`src/rtl/lcd_pkg.sv`:
```
// Shared definitions for the debug LCD front-panel blocks: FSM encoding,
// 50 MHz default bus timing and the fixed write-direction level.
package lcd_pkg;

   typedef enum logic [2:0] {
      ST_IDLE  = 3'd0,
      ST_SETUP = 3'd1,
      ST_EN_HI = 3'd2,
      ST_HOLD  = 3'd3,
      ST_DONE  = 3'd4
   } lcd_state_e;

   localparam int SETUP_CYC_DEF = 4;
   localparam int EN_CYC_DEF    = 16;
   localparam int HOLD_CYC_DEF  = 4;
   localparam int CNT_W_DEF     = 8;

   localparam logic LCD_RW_WRITE = 1'b0;

endpackage

```
`src/rtl/lcd_rise_detect.sv`:
```
// Registered rising-edge detector; the request output is high for the cycle
// in which i_in is high and was low on the previous clock.
module lcd_rise_detect (
   input  logic iCLK,
   input  logic iRST_N,
   input  logic i_in,
   output logic o_rise
);

   logic r_in_d;

   always_ff @(posedge iCLK or negedge iRST_N) begin
      if (!iRST_N) r_in_d <= 1'b0;
      else         r_in_d <= i_in;
   end

   // Delayed copy resets low, so a level already high out of reset is a request.
   assign o_rise = i_in & ~r_in_d;

endmodule

```
`src/rtl/lcd_write_engine.sv`:
```
// HD44780-style single-byte write engine: latches a byte and RS on a start
// edge, then runs setup / enable-pulse / hold timing and pulses oDone.
module lcd_write_engine
   import lcd_pkg::*;
#(
   parameter int SETUP_CYC = SETUP_CYC_DEF,
   parameter int EN_CYC    = EN_CYC_DEF,
   parameter int HOLD_CYC  = HOLD_CYC_DEF,
   parameter int CNT_W     = CNT_W_DEF
) (
   input  logic             iCLK,
   input  logic             iRST_N,
   input  logic [7:0]       iDATA,
   input  logic             iRS,
   input  logic             iStart,
   output logic             oDone,
   output logic             oBusy,
   output logic [7:0]       LCD_DATA,
   output logic             LCD_RW,
   output logic             LCD_EN,
   output logic             LCD_RS,
   output lcd_state_e       oState
);

   localparam logic [CNT_W-1:0] SETUP_LAST = CNT_W'(SETUP_CYC - 1);
   localparam logic [CNT_W-1:0] EN_LAST    = CNT_W'(EN_CYC - 1);
   localparam logic [CNT_W-1:0] HOLD_LAST  = CNT_W'(HOLD_CYC - 1);
   localparam logic [CNT_W-1:0] CNT_ONE    = CNT_W'(1);

   lcd_state_e       r_state;
   logic [CNT_W-1:0] r_cnt;
   logic [7:0]       r_data;
   logic             r_rs;
   logic             r_en;
   logic             r_busy;
   logic             r_done;
   logic             w_req;

   lcd_rise_detect u_start_edge (
      .iCLK   (iCLK),
      .iRST_N (iRST_N),
      .i_in   (iStart),
      .o_rise (w_req)
   );

   // Each timed state leaves at its terminal count, so the counter never wraps.
   always_ff @(posedge iCLK or negedge iRST_N) begin
      if (!iRST_N) begin
         r_state <= ST_IDLE;
         r_cnt   <= '0;
         r_data  <= 8'h00;
         r_rs    <= 1'b0;
         r_en    <= 1'b0;
         r_busy  <= 1'b0;
         r_done  <= 1'b0;
      end else begin
         case (r_state)
            ST_IDLE: begin
               if (w_req) begin
                  r_data  <= iDATA;
                  r_rs    <= iRS;
                  r_cnt   <= '0;
                  r_busy  <= 1'b1;
                  r_state <= ST_SETUP;
               end
            end
            ST_SETUP: begin
               if (r_cnt == SETUP_LAST) begin
                  r_en    <= 1'b1;
                  r_cnt   <= '0;
                  r_state <= ST_EN_HI;
               end else begin
                  r_cnt <= r_cnt + CNT_ONE;
               end
            end
            ST_EN_HI: begin
               if (r_cnt == EN_LAST) begin
                  r_en    <= 1'b0;
                  r_cnt   <= '0;
                  r_state <= ST_HOLD;
               end else begin
                  r_cnt <= r_cnt + CNT_ONE;
               end
            end
            ST_HOLD: begin
               if (r_cnt == HOLD_LAST) begin
                  r_done  <= 1'b1;
                  r_cnt   <= '0;
                  r_state <= ST_DONE;
               end else begin
                  r_cnt <= r_cnt + CNT_ONE;
               end
            end
            ST_DONE: begin
               r_done  <= 1'b0;
               r_busy  <= 1'b0;
               r_state <= ST_IDLE;
            end
            default: begin
               r_state <= ST_IDLE;
               r_cnt   <= '0;
               r_en    <= 1'b0;
               r_busy  <= 1'b0;
               r_done  <= 1'b0;
            end
         endcase
      end
   end

   assign LCD_DATA = r_data;
   assign LCD_RS   = r_rs;
   assign LCD_EN   = r_en;
   assign LCD_RW   = LCD_RW_WRITE;
   assign oBusy    = r_busy;
   assign oDone    = r_done;
   assign oState   = r_state;

endmodule
```
`config.mk`:
```
export PLATFORM = sky130hd
export DESIGN_NAME = lcd_write_engine
export DESIGN_NICKNAME = d
export VERILOG_FILES = /design/src/rtl/lcd_pkg.sv /design/src/rtl/lcd_rise_detect.sv /design/src/rtl/lcd_write_engine.sv
export SDC_FILE = /design/constraint.sdc
export NUM_CORES = 1
export LEC_CHECK = 0
export ABC_CLOCK_PERIOD_IN_PS = 1600
export CAP_MARGIN = 20
export CELL_PAD_IN_SITES_DETAIL_PLACEMENT = 1
export CELL_PAD_IN_SITES_GLOBAL_PLACEMENT = 2
export CORE_ASPECT_RATIO = 2
export CORE_MARGIN = 5
export CORE_UTILIZATION = 27
export CTS_CLUSTER_SIZE = 28
export DETAILED_ROUTE_END_ITERATION = 6
export PLACE_DENSITY = 0.78
export SLEW_MARGIN = 20
export SYNTH_ARGS = -nofsm -noshare
export SYNTH_HDL_FRONTEND = slang
export SYNTH_SLANG_ARGS = --single-unit
```
`constraint.sdc`:
```
create_clock -name iCLK -period 1.6 [get_ports iCLK]
set_input_delay 0.4 -clock iCLK [delete_from_list [all_inputs] [get_ports iCLK]]
set_output_delay 0.4 -clock iCLK [all_outputs]
set_load 0.005 [all_outputs]
```
# Word-level counts from Yosys, hierarchy flattened
# Index checks and enable logic that the tools add are counted.
# word_totals
regBits,24
input_bits,12
output_inout_bits,16
wordCells,51
# op_classes
addsub,1
eq_ne,10
muxes,15
bitwise,6
n_reduce_logical,11
# ops
op,count
one-hot mux 8 bit (4 select lines),1
two-way mux 8 bit,3
two-way mux 3 bit,4
one-hot mux 3 bit (4 select lines),1
OR reduction 3 bit,3
"adder 8 x 1 -> 8 bit, second input constant",1
"equality test 8 x 2 -> 1 bit, second input constant",1
"equality test 8 x 4 -> 1 bit, second input constant",1
AND reduction 2 bit,4
"equality test 3 x 2 -> 1 bit, second input constant",2
"inequality test 2 bit, second input constant",3
NOT 1 bit,5
one-hot mux 1 bit (2 select lines),2
AND reduction 4 bit,1
"equality test 3 x 1 -> 1 bit, second input constant",1
"equality test 3 bit, second input constant",1
zero test 3 bit,1
two-way mux 1 bit,3
one-hot mux 1 bit (3 select lines),1
AND reduction 3 bit,1
"inequality test 2 x 1 -> 1 bit, second input constant",1
OR reduction 2 bit,1
bitwise AND 1 bit,1

# Depth between registers and ports, before layout
# Gate-level depths: netlist of the first run.
# logic_depth
ltp_word,4
mapped_depth,5
mapped_depth_nobuf,5

# Hierarchy
# Synthesis of the first run repeated with hierarchy kept, for this count alone.
# hier_totals
cells_unflattened,102
hier_area_um2,1131.1
# by_module_without_submodules
mod,n_inst,cells_per_inst,area_each_um2,seq_area_each_um2
lcd_write_engine,1,100,1092.3,575.6
lcd_rise_detect,1,2,38.8,25.0

# Worst setup path before layout of the first run
# Ideal clock, no wire load.
# synth_timing
path_kind,reg-to-reg
start,reg r_cnt[0]
end,reg r_en (netlist: LCD_EN)
setup_time_ns,0.126
t_arrival_ns,1.636
required_time_ns,1.474
setup_slack_ns,-0.162
path_stages_with_launch,6
path_buffers,0
period_less_slack_ns,1.762
path_cell_list,dfrtp_1 > ha_1 > or4b_4 > nor4_2 > nor3b_1 > a221o_1
# synth_via
elab_chain_len,3
word_cells_on_any_way,5
classes_between,4 x eq/ne; 1 x reduce/logical
# synth_lines
element,line,rtl
from (decl),lcd_write_engine.sv:31,logic [CNT_W-1:0] r_cnt;
from (signal assigned),lcd_write_engine.sv:73,r_cnt <= r_cnt + CNT_ONE;
from (signal assigned),lcd_write_engine.sv:82,r_cnt <= r_cnt + CNT_ONE;
from (signal assigned),lcd_write_engine.sv:91,r_cnt <= r_cnt + CNT_ONE;
equality test 8 x 2 -> 1 bit / equality test 8 x 4 -> 1 bit (equally long branches),"lcd_write_engine.sv:68, lcd_write_engine.sv:77",
inequality test 2 bit (no line),n/a,
AND reduction 3 bit (no line) (*),n/a,
to (signal assigned),lcd_write_engine.sv:69,r_en <= 1'b1;
to (signal assigned),lcd_write_engine.sv:78,r_en <= 1'b0;
to (signal assigned),lcd_write_engine.sv:102,r_en <= 1'b0;
to (decl),lcd_write_engine.sv:34,logic r_en;
# Mark *: on every way between the ends. The rest lies on a longest branch, timed or not.
# A chain may end at the register's enable or synchronous reset.

# Final worst setup path of the first run
# layout_timing
start,reg r_cnt[1]
end,reg r_cnt[1]
# layout_via
elab_chain_len,3
word_cells_on_any_way,6
classes_between,1 x add/sub; 2 x eq/ne; 3 x mux
# layout_lines
element,line,rtl
adder 8 x 1 -> 8 bit (tied with other cells),"lcd_write_engine.sv:73, lcd_write_engine.sv:82, lcd_write_engine.sv:91",
two-way mux 8 bit (on tied branches),"lcd_write_engine.sv:68, lcd_write_engine.sv:86, lcd_write_engine.sv:77",
one-hot mux 8 bit (4 select lines) (*),lcd_write_engine.sv:57,case (r_state)
# Marked as above.

==> results.md, run 1 <==
- Failing checks: negative setup slack
- Vias in the first global route: 1105
- Post-route setup slack: -140.7 ps
- Most frequent cell after synthesis: dfrtp_1
- Post-Synthesis Cells: 101
- EDFF count, synth: 0
- Initial antenna violation count: 0
- Post-Syn Area: 1111 um^2
- WP data arrival: 1900 ps
- Syn avg cell area: 11.00 um^2
- # H-tree levels: 1
- Setup crit start kind: flop
- Clk_skew: 3.153 ps
- Row count: 33
- Design Area, Final: 1749 um^2
- Worst path buffer plus inverter count: 0
- Top cells by area, synth: dfrtp_1 54%, mux2_2 9.1%, nand3_1 3.6%
- Top FF cell, synth: dfrtp_1
- Final Hold Fails: 0
- P_leak: 0.7700 nW
- Antenna Nets Post-Route: 0
- Dpl cell area: 1559 um^2
- Max Buffers Root-to-Sink: 2
- Iter 0 DRT Violations: 30
- Metal3 WL: 64 um
- Worst hold path type: in -> async
- Max Slew Vio Count: 0
- Largest net degree at the start of global routing: 25
- Ant. Diodes: 0
- Fmax: 0.5745 GHz
- Min Hold Slack: 493.6 ps
- Outcome: finished with violations
- DRT Wirelength: 3463 um
- Crit-path slowest cell: or4b_4
- Die W: 55.36 um
- Commonest cells post-synth: 24 x dfrtp_1, 10 x nor2_1, 9 x mux2_2, 9 x nand2_1
- Crit path max-delay family: simple AND/OR/NAND/NOR gates
- I/O pin total: 28
- Setup violators final: 11
- Crit-path max FO: 3
- Initial core utilization: 0.2746
- Seq cells post-synth: 24
- Total power: 3.056 mW
- Initial DRT Pass Iterations: 4
- Maximum VDD drop: 660.7 uV
- Final net count: 167
- TritonCTS clock tree: done
- GPL Wtd Cong: 0.7998
- Tmin final: 1741 ps
- # port buffers: 26
- Vias: 979
- Crit path kind: reg -> reg
- Area of the multi-input gates: 548.0 um^2
- Setup_tns: -908.0 ps
- Fillers: 486
- Area growth from synthesis to layout: 57.43%
- Unique cell type count in the Yosys netlist: 30
- Critical Path Max Stage Delay: 530 ps
- Seq/Total Area, Yosys: 0.5405
- Period utilization: 1.088
- Metal-1 WL: 1169 um
- Clk_lat worst skew: 270 ps
- DRC Markers: 0
- Flop2flop setup slack: -140 ps
- Share of cells above drive strength 1: 0.3595
- Wirelength per Cell: 16.89 um
- Die H: 100.7 um
- Pwr Density: 1747 nW/um^2
- Worst-path clk slew: 90 ps
- Highest routed metal layer: met4
- Unrepaired setup endpoints after global routing: true
- Core area: 4046 um^2
- Total GRT Usage: 0.1236
- Worst Path Required: 1760 ps
- Die Footprint: 5576 um^2
- Routed wl met2: 2144 um
- DR vias/cell: 4.776
- Total CTS buffers: 3
- Leading area contributor after synthesis: dfrtp_1
- Sequential Area: 601.8 um^2
- Synth async-reset ratio: 1.000
- Grt ovf: 0
- Max-capacitance violation count: 0
- DP HPWL: 2540 um
- First-pass GRT wire length: 5319 um
- Sink Count: 24
- Post-synthesis net count: 114
- Ys Warns: 0
- Root buf cell: clkbuf_8
- Critical Path End Type: flop
- Critical path, cell by cell: ha_2, or4b_4, nor2_2, a21oi_1, a22o_1
- Synth top area share: 0.5405
==> cells by family (layout without fill, tap and decap cells) <==
group,count (synthesis),after routing,synth area share
simple gates,42,42,0.2162
mux,9,9,0.09122
xor+xnor,2,2,0.01577
compound gates,18,18,0.1025
buf+inv,4,56,0.01914
fa+ha+maj,1,1,0.01126
other cells,1,1,0.003375
flops,24,24,0.5405
==> metal layers <==
metal,vias up,global-route usage
met5,-,0
met4,0,0.05243
met3,6,0.01795
met2,17,0.2619
met1,493,0.1091
li1,463,-
==> cells in the final DEF, fill, tap and decap left out, types with 2 or more instances in the layout <==
master,instances
nor3b_1,2
nand3_1,8
nand2_1,9
nor2_2,2
clkbuf_8,3
clkdlybuf4s50_1,23
dfrtp_1,23
o21ai_0,6
dlygate4sd2_1,3
a21oi_1,2
or3_1,3
buf_4,21
buf_6,4
a22o_1,2
mux2_2,9
nor2_1,8
==> path summary, 6_finish.rpt <==
check | start | end | depth (start not counted)
max | r_cnt[1]$_DFFE_PN0P_ | r_cnt[1]$_DFFE_PN0P_ | 5
min | iRST_N | r_cnt[7]$_DFFE_PN0P_ | 2
max reg2reg | r_cnt[1]$_DFFE_PN0P_ | r_cnt[1]$_DFFE_PN0P_ | 5
min reg2reg | LCD_DATA[5]$_DFFE_PN0P_ | LCD_DATA[5]$_DFFE_PN0P_ | 1
max in group asynchronous | iRST_N | oState[1]$_DFFE_PN0P_ | 2
min in group iCLK | LCD_DATA[5]$_DFFE_PN0P_ | LCD_DATA[5]$_DFFE_PN0P_ | 1
==> stage by stage <==
step	utilization	setup slack, ps	cells
2_1_floorplan	-	-83.02	101
3_3_place_gp	0.3853	-297.8	194
3_5_place_dp	0.3853	-347.4	194
4_1_cts	0.4215	-97.08	204
5_1_grt	0.4323	-185.0	205
6_report	0.4323	-140.7	205
==> registers in the layout, summed over array words and instances, names as in the netlist <==
signal               cells
oDone                    1
LCD_DATA                 8
u_start_edge.r_in_d      1
LCD_EN                   1
r_cnt                    8
oBusy                    1
LCD_RS                   1
oState                   3
==> where the power goes <==
group          switching [mW]  total (mW)  internal (mW)
logic                   0.660        1.50          0.842
clock network           0.203       0.537          0.334
registers               0.177        1.02          0.839
==> cell type report <==
type	instances	share of cell area
well taps	52	0.03720
clock buffers	3	0.02361
clock inverters	1	0.01717
inverters	1	0.002146
repair buffers	51	0.2625
flip-flops and latches	24	0.3441
multi-input cells	73	0.3133
==> what timing repair did <==
| action | CTS | global route |
|---|---|---|
| hold buffers | 0 | 0 |
| pin swaps | 0 | 1 |
| buffers inserted | 6 | 1 |
| gates cloned | 0 | 0 |
| resized for setup | 11 | 9 |
| endpoints found under the setup margin | 18 | 12 |
No activity file was read; power rests on OpenSTA's default activity.
==> run 2, diff against run 1 <==
PLACE_DENSITY = 0.77   (was 0.78)
SETUP_SLACK_MARGIN = 0.02   (was unset)
SYNTH_HIERARCHICAL = 1   (was unset)
==> run 2 against run 1 <==
Critical path type is now in -> reg. Setup slack gained 180 ps. Synthesized area grew 1.8%. Via count grew 1.4%. The flow now finishes without violations. Register-to-register slack gained 220 ps. Power grew 2.1%. Final cell count shrank 1.5%. Combinational power grew 9%. Sequential power grew 5%. Die area grew 1.5%. Cell area shrank 2.6%. Largest cell class unchanged.
==> results.md, run 2 <==
- Row count: 33
- Die H: 101.5 um
- Antenna Nets Post-Route: 0
- Seq/Total Area, Yosys: 0.5310
- Crit path kind: in -> reg
- Top cells by area, synth: dfrtp_1 53%, mux2_2 9.0%, nand2_1 4.3%
- Non-filler cells, final: 202
- Most frequent cell after synthesis: dfrtp_1
- Sink Count: 24
- Worst R2R Path Depth: 4
- Worst-path clk slew: 90 ps
- Maximum VDD drop: 596.2 uV
- Final net count: 164
- Clk_skew: 2.420 ps
- # hold bufs at CTS: 0
- Final Hold Fails: 0
- Initial core utilization: 0.2767
- Commonest cells post-synth: 24 x dfrtp_1, 13 x nand2_1, 9 x mux2_2, 7 x nor2_1, 6 x o21ai_0
- Core area: 4088 um^2
- Synth async-reset ratio: 1.000
- # port buffers: 26
- Critical Path End Type: flop
- Fmax: 0.6413 GHz
- DP Cell Count: 192
- Post-Syn Area: 1131 um^2
- Tmin final: 1559 ps
- DRC Markers: 0
- DRT Wirelength: 3248 um
- Setup violators final: 0
- Setup crit start kind: primary input
- Synth top area share: 0.5310
- Top FF cell, synth: dfrtp_1
- # H-tree levels: 1
- Finished Core Util: 0.4169
- Flop2flop setup slack: 80 ps
- Seq cells post-synth: 24
- Initial antenna violation count: 0
- Unique cell type count in the Yosys netlist: 35
- Crit-path max FO: 10
- Root buf cell: clkbuf_8
- Most common cell after layout, fill and taps aside: dfrtp_1
- Area growth from synthesis to layout: 50.66%
- Total GRT Usage: 0.1259
- Die Footprint: 5662 um^2
- Worst hold path type: in -> async
- Pwr Density: 1831 nW/um^2
- Total CTS buffers: 3
- Fillers: 459
- Post-Synthesis Cells: 102
- DR vias/cell: 4.916
- Share of cells above drive strength 1: 0.3000
- Max Buffers Root-to-Sink: 2
- EDFF count, synth: 0
- TritonCTS clock tree: done
- WP data arrival: 1720 ps
- Initial DRT Pass Iterations: 4
- Period utilization: 0.9745
- Outcome: completed
- Vias in the first global route: 1124
- GPL Wtd Cong: 0.6958
- Largest net degree at the start of global routing: 25
- Worst Path Required: 1760 ps
- Max-capacitance violation count: 0
- Reg2Reg Launch Point: r_cnt[4]$_DFFE_PN0P_
- First-pass GRT wire length: 5388 um
- Vias: 993
- Grt ovf: 0
- Most frequent cells in the layout: 24 x dfrtp_1, 21 x buf_4, 16 x clkdlybuf4s50_1
- Setup_tns: 0 ps
- DP HPWL: 2462 um
- Leading area contributor after synthesis: dfrtp_1
- I/O pin total: 28
- Die W: 55.77 um
- Unrepaired setup endpoints after global routing: true
- Ys Warns: 6
- Max Slew Vio Count: 0
- Wirelength per Cell: 16.08 um
- Syn avg cell area: 11.09 um^2
- Clk_lat worst skew: 270 ps
- Post-synthesis net count: 115
- P_leak: 0.8295 nW
- Worst r2r dst: r_cnt[4]$_DFFE_PN0P_
- Ant. Diodes: 0
- Iter 0 DRT Violations: 11
run 2: changes by cell type in the layout (fill, tap and decap cells not counted), sizes merged, moves of 3 or more:
cell and change:
nand2 +4, dlymetal6s2s +8, buf -3, clkdlybuf4s50 -7
nand3 -4, or3 -3, o221ai +3, nor2 -3
o21a +3
run 2: cell type report:
class                      instances  area (um^2)  area share
sequential                        24        600.6      0.3524
tap                               52        65.06     0.03818
timing repair buffer              48        455.4      0.2673
inverter                           3        11.26    0.006608
multi-input combinational         71        516.7      0.3032
clock buffer                       4        55.05     0.03231
run 2: kinds of logic (layout without fill, tap and decap cells):
logic type      count (synthesis)  after routing  synth area share
compound gates                 24             24            0.1593
flops                          24             24            0.5310
simple gates                   34             34            0.1626
other cells                     1              1          0.003315
fa+ha+maj                       1              1           0.01106
xor+xnor                        2              2           0.01549
buf+inv                         7             55           0.02765
mux                             9              9           0.08960
run 2: how the worst max path moves through the flow:
stage / startpoint / to / slack [ps]
2_1_floorplan: r_cnt[4]$_DFFE_PN0P_ / r_cnt[1]$_DFFE_PN0P_ / 100
3_3_place_gp: iStart / LCD_DATA[7]$_DFFE_PN0P_ / -210
3_5_place_dp: iStart / LCD_DATA[7]$_DFFE_PN0P_ / -250
4_1_cts: r_cnt[1]$_DFFE_PN0P_ / LCD_EN$_DFFE_PN0P_ / 20
5_1_grt: r_cnt[1]$_DFFE_PN0P_ / r_cnt[4]$_DFFE_PN0P_ / 3
6_report: iStart / LCD_DATA[3]$_DFFE_PN0P_ / 40
run 2: layer usage:
layer / global-route usage / vias to the layer above / wire, um
li1: - / 459 / -
met1: 0.1061 / 505 / 1066
met2: 0.2445 / 20 / 1897
met3: 0.02806 / 9 / 140
met4: 0.09925 / 0 / 144
met5: 0 / - / 0
run 2: where the power goes:
| group | leakage [nW] | internal, mW | switching (mW) |
|---|---|---|---|
| clock | 0.0288 | 0.220 | 0.203 |
| sequential | 0.295 | 0.866 | 0.204 |
| combinational | 0.506 | 0.940 | 0.687 |
run 2: critical path, stage by stage:
cell and delay, ps:
clkdlybuf4s50_1 480, nor2b_4 160, and3_1 200, buf_12 140, mux2_2 340
run 2: what timing repair did:
action                                 4_1_cts  5_1_grt
setup endpoints to repair                    8       18
pin swaps                                    0        2
resized for setup                            4       11
endpoints found under the hold margin        0        0
buffers inserted                             3        3
cloned                                       0        0
run 2: metrics by stage:
step	power [mW]	hold slack (ps)	setup WS (ps)	cell area, um^2
6_report	3.120	484.0	40.76	1704
5_1_grt	3.366	502.1	2.821	1704
3_5_place_dp	2.659	499.1	-251.4	1569
3_3_place_gp	2.570	461.3	-211.1	1569
2_1_floorplan	1.796	104.4	98.97	1131
4_1_cts	3.138	482.4	16.97	1650
==> run 3, diff against run 2 <==
REMOVE_ABC_BUFFERS = 1   (was unset)
SLEW_MARGIN = unset   (was 20)
==> run 3 against run 2 <==
Sequential power about the same. Combinational power grew 3%. Power is essentially flat. Critical path depth fell by 4. Worst hold slack lost 200 ps.
==> results.md, run 3 (same netlist as run 2, synthesis figures left out) <==
- Outcome: completed
- NetSw: 1.109 mW
- Die H: 101.5 um
- # H-tree levels: 1
- Dpl cell area: 1584 um^2
- Initial antenna violation count: 0
- Grt ovf: 0
- Max Buffers Root-to-Sink: 2
- DRC Markers: 0
- P_leak: 0.7825 nW
- Vias in the first global route: 1053
- # hold bufs at CTS: 0
- Ant. Diodes: 0
- Crit-path slowest cell: clkdlybuf4s50_1
- Worst Path Required: 1200 ps
- Clk_lat worst skew: 270 ps
- Sw Ratio: 0.3557
- Row count: 33
- Wirelength per Cell: 16.66 um
- Total CTS buffers: 3
- Metal3 WL: 160 um
- Die Footprint: 5662 um^2
- Highest routed metal layer: met4
- Largest net degree at the start of global routing: 25
- Post-route setup slack: 58.23 ps
- Root buf cell: clkbuf_8
- Tmin final: 1542 ps
- Total power: 3.117 mW
- Final net count: 166
- Share of cells above drive strength 1: 0.3245
- Area growth from synthesis to layout: 52.54%
- Min Hold Slack: 282.7 ps
- Worst-path clk slew: 80 ps
- Comb pwr share: 0.539
- Most frequent cells in the layout: 23 x dfrtp_1, 22 x buf_4, 21 x clkdlybuf4s50_1
- # port buffers: 26
- Fmax: 0.6486 GHz
- Worst slack, placed: -260.0 ps
- Core area: 4088 um^2
- DR vias/cell: 4.867
- Final Hold Fails: 0
- Routed wl met2: 2027 um
- I/O pin total: 28
- Most common cell after layout, fill and taps aside: dfrtp_1
- WP data arrival: 1140 ps
- Total GRT Usage: 0.1211
- DP HPWL: 2630 um
- Initial core utilization: 0.2767
- Non-filler cells, final: 203
- TritonCTS clock tree: done
- Clk_skew: 2.498 ps
- Die W: 55.77 um
- First-pass GRT wire length: 5313 um
- Max Slew Vio Count: 0
- Design Area, Final: 1725 um^2
- GPL Wtd Cong: 0.7581
- Internal power: 2.008 mW
- Sink Count: 24
- Iter 0 DRT Violations: 8
- Antenna Nets Post-Route: 0
- Pwr Density: 1806 nW/um^2
- Crit path kind: reg -> out
- Fillers: 456
- Critical Path End Type: output pin
- Critical Path Max Stage Delay: 520 ps
- Finished Core Util: 0.4221
- Flop pwr share: 0.344
- Critical path, cell by cell: clkdlybuf4s50_1
- Worst hold path type: in -> reg
- DRT Wirelength: 3381 um
- Metal-1 WL: 1142 um
- Maximum VDD drop: 709.8 uV
- Setup crit start kind: flop
- Worst path buffer plus inverter count: 1
- Setup violators final: 0
- Max-capacitance violation count: 0
- Period utilization: 0.9636
- Initial DRT Pass Iterations: 2
- Setup_tns: 0 ps
- Unrepaired setup endpoints after global routing: true
- DP Cell Count: 194
- Vias: 988
- Crit-path max FO: 2
- Crit path max-delay family: buffers and inverters
- Clock power share: 0.117
## run 3: cell count changes in the layout (fill, tap and decap cells not counted), sizes merged
| cell | previous run | this run |
|---|---|---|
| buf | 22 | 23 |
| clkdlybuf4s50 | 16 | 21 |
| dlygate4sd2 | 2 | 1 |
| dlymetal6s2s | 8 | 4 |
## run 3: metal layers
metal,up-vias,GRT usage
li1,464,-
met1,489,0.1139
met2,31,0.2473
met3,4,0.02168
met4,0,0.05056
met5,-,0
## run 3: cell type report
cell class                 instances  area, um^2  share of cell area
inverter                           3       11.26            0.006526
timing repair buffer              50       479.2              0.2777
clock buffer                       3       41.29             0.02393
sequential                        24       601.8              0.3488
multi-input combinational         71       526.8              0.3053
tap                               52       65.06             0.03771
## run 3: repair_timing
| item | in CTS | in global routing |
|---|---|---|
| cloned | 0 | 1 |
| setup endpoints to repair | 3 | 22 |
| pin swaps | 0 | 2 |
| gates resized for setup | 1 | 13 |
| setup buffers | 1 | 4 |
## run 3: power groups by stage
| stage | clock, mW | combinational, mW | sequential (mW) |
|---|---|---|---|
| 6_report | 0.364 | 1.68 | 1.07 |
| 5_1_grt | 0.406 | 1.84 | 1.11 |
| 3_5_place_dp | 0 | 1.59 | 1.08 |
| 4_1_cts | 0.380 | 1.61 | 1.07 |
| 2_1_floorplan | 0 | 0.674 | 1.11 |
| 3_3_place_gp | 0 | 1.53 | 1.07 |
## run 3: final timing paths
check / from / to / slack [ps] / cells after the start
max: LCD_DATA[2]$_DFFE_PN0P_ / LCD_DATA[2] / 60 / 1
min: iStart / u_start_edge/r_in_d$_DFF_PN0_ / 280 / 1
max reg2reg: r_cnt[6]$_DFFE_PN0P_ / r_cnt[1]$_DFFE_PN0P_ / 70 / 4
min reg2reg: oBusy$_DFFE_PN0P_ / oBusy$_DFFE_PN0P_ / 490 / 1
max in group asynchronous: iRST_N / r_cnt[6]$_DFFE_PN0P_ / 850 / 2
min in group asynchronous: iRST_N / oDone$_DFFE_PN0P_ / 490 / 2
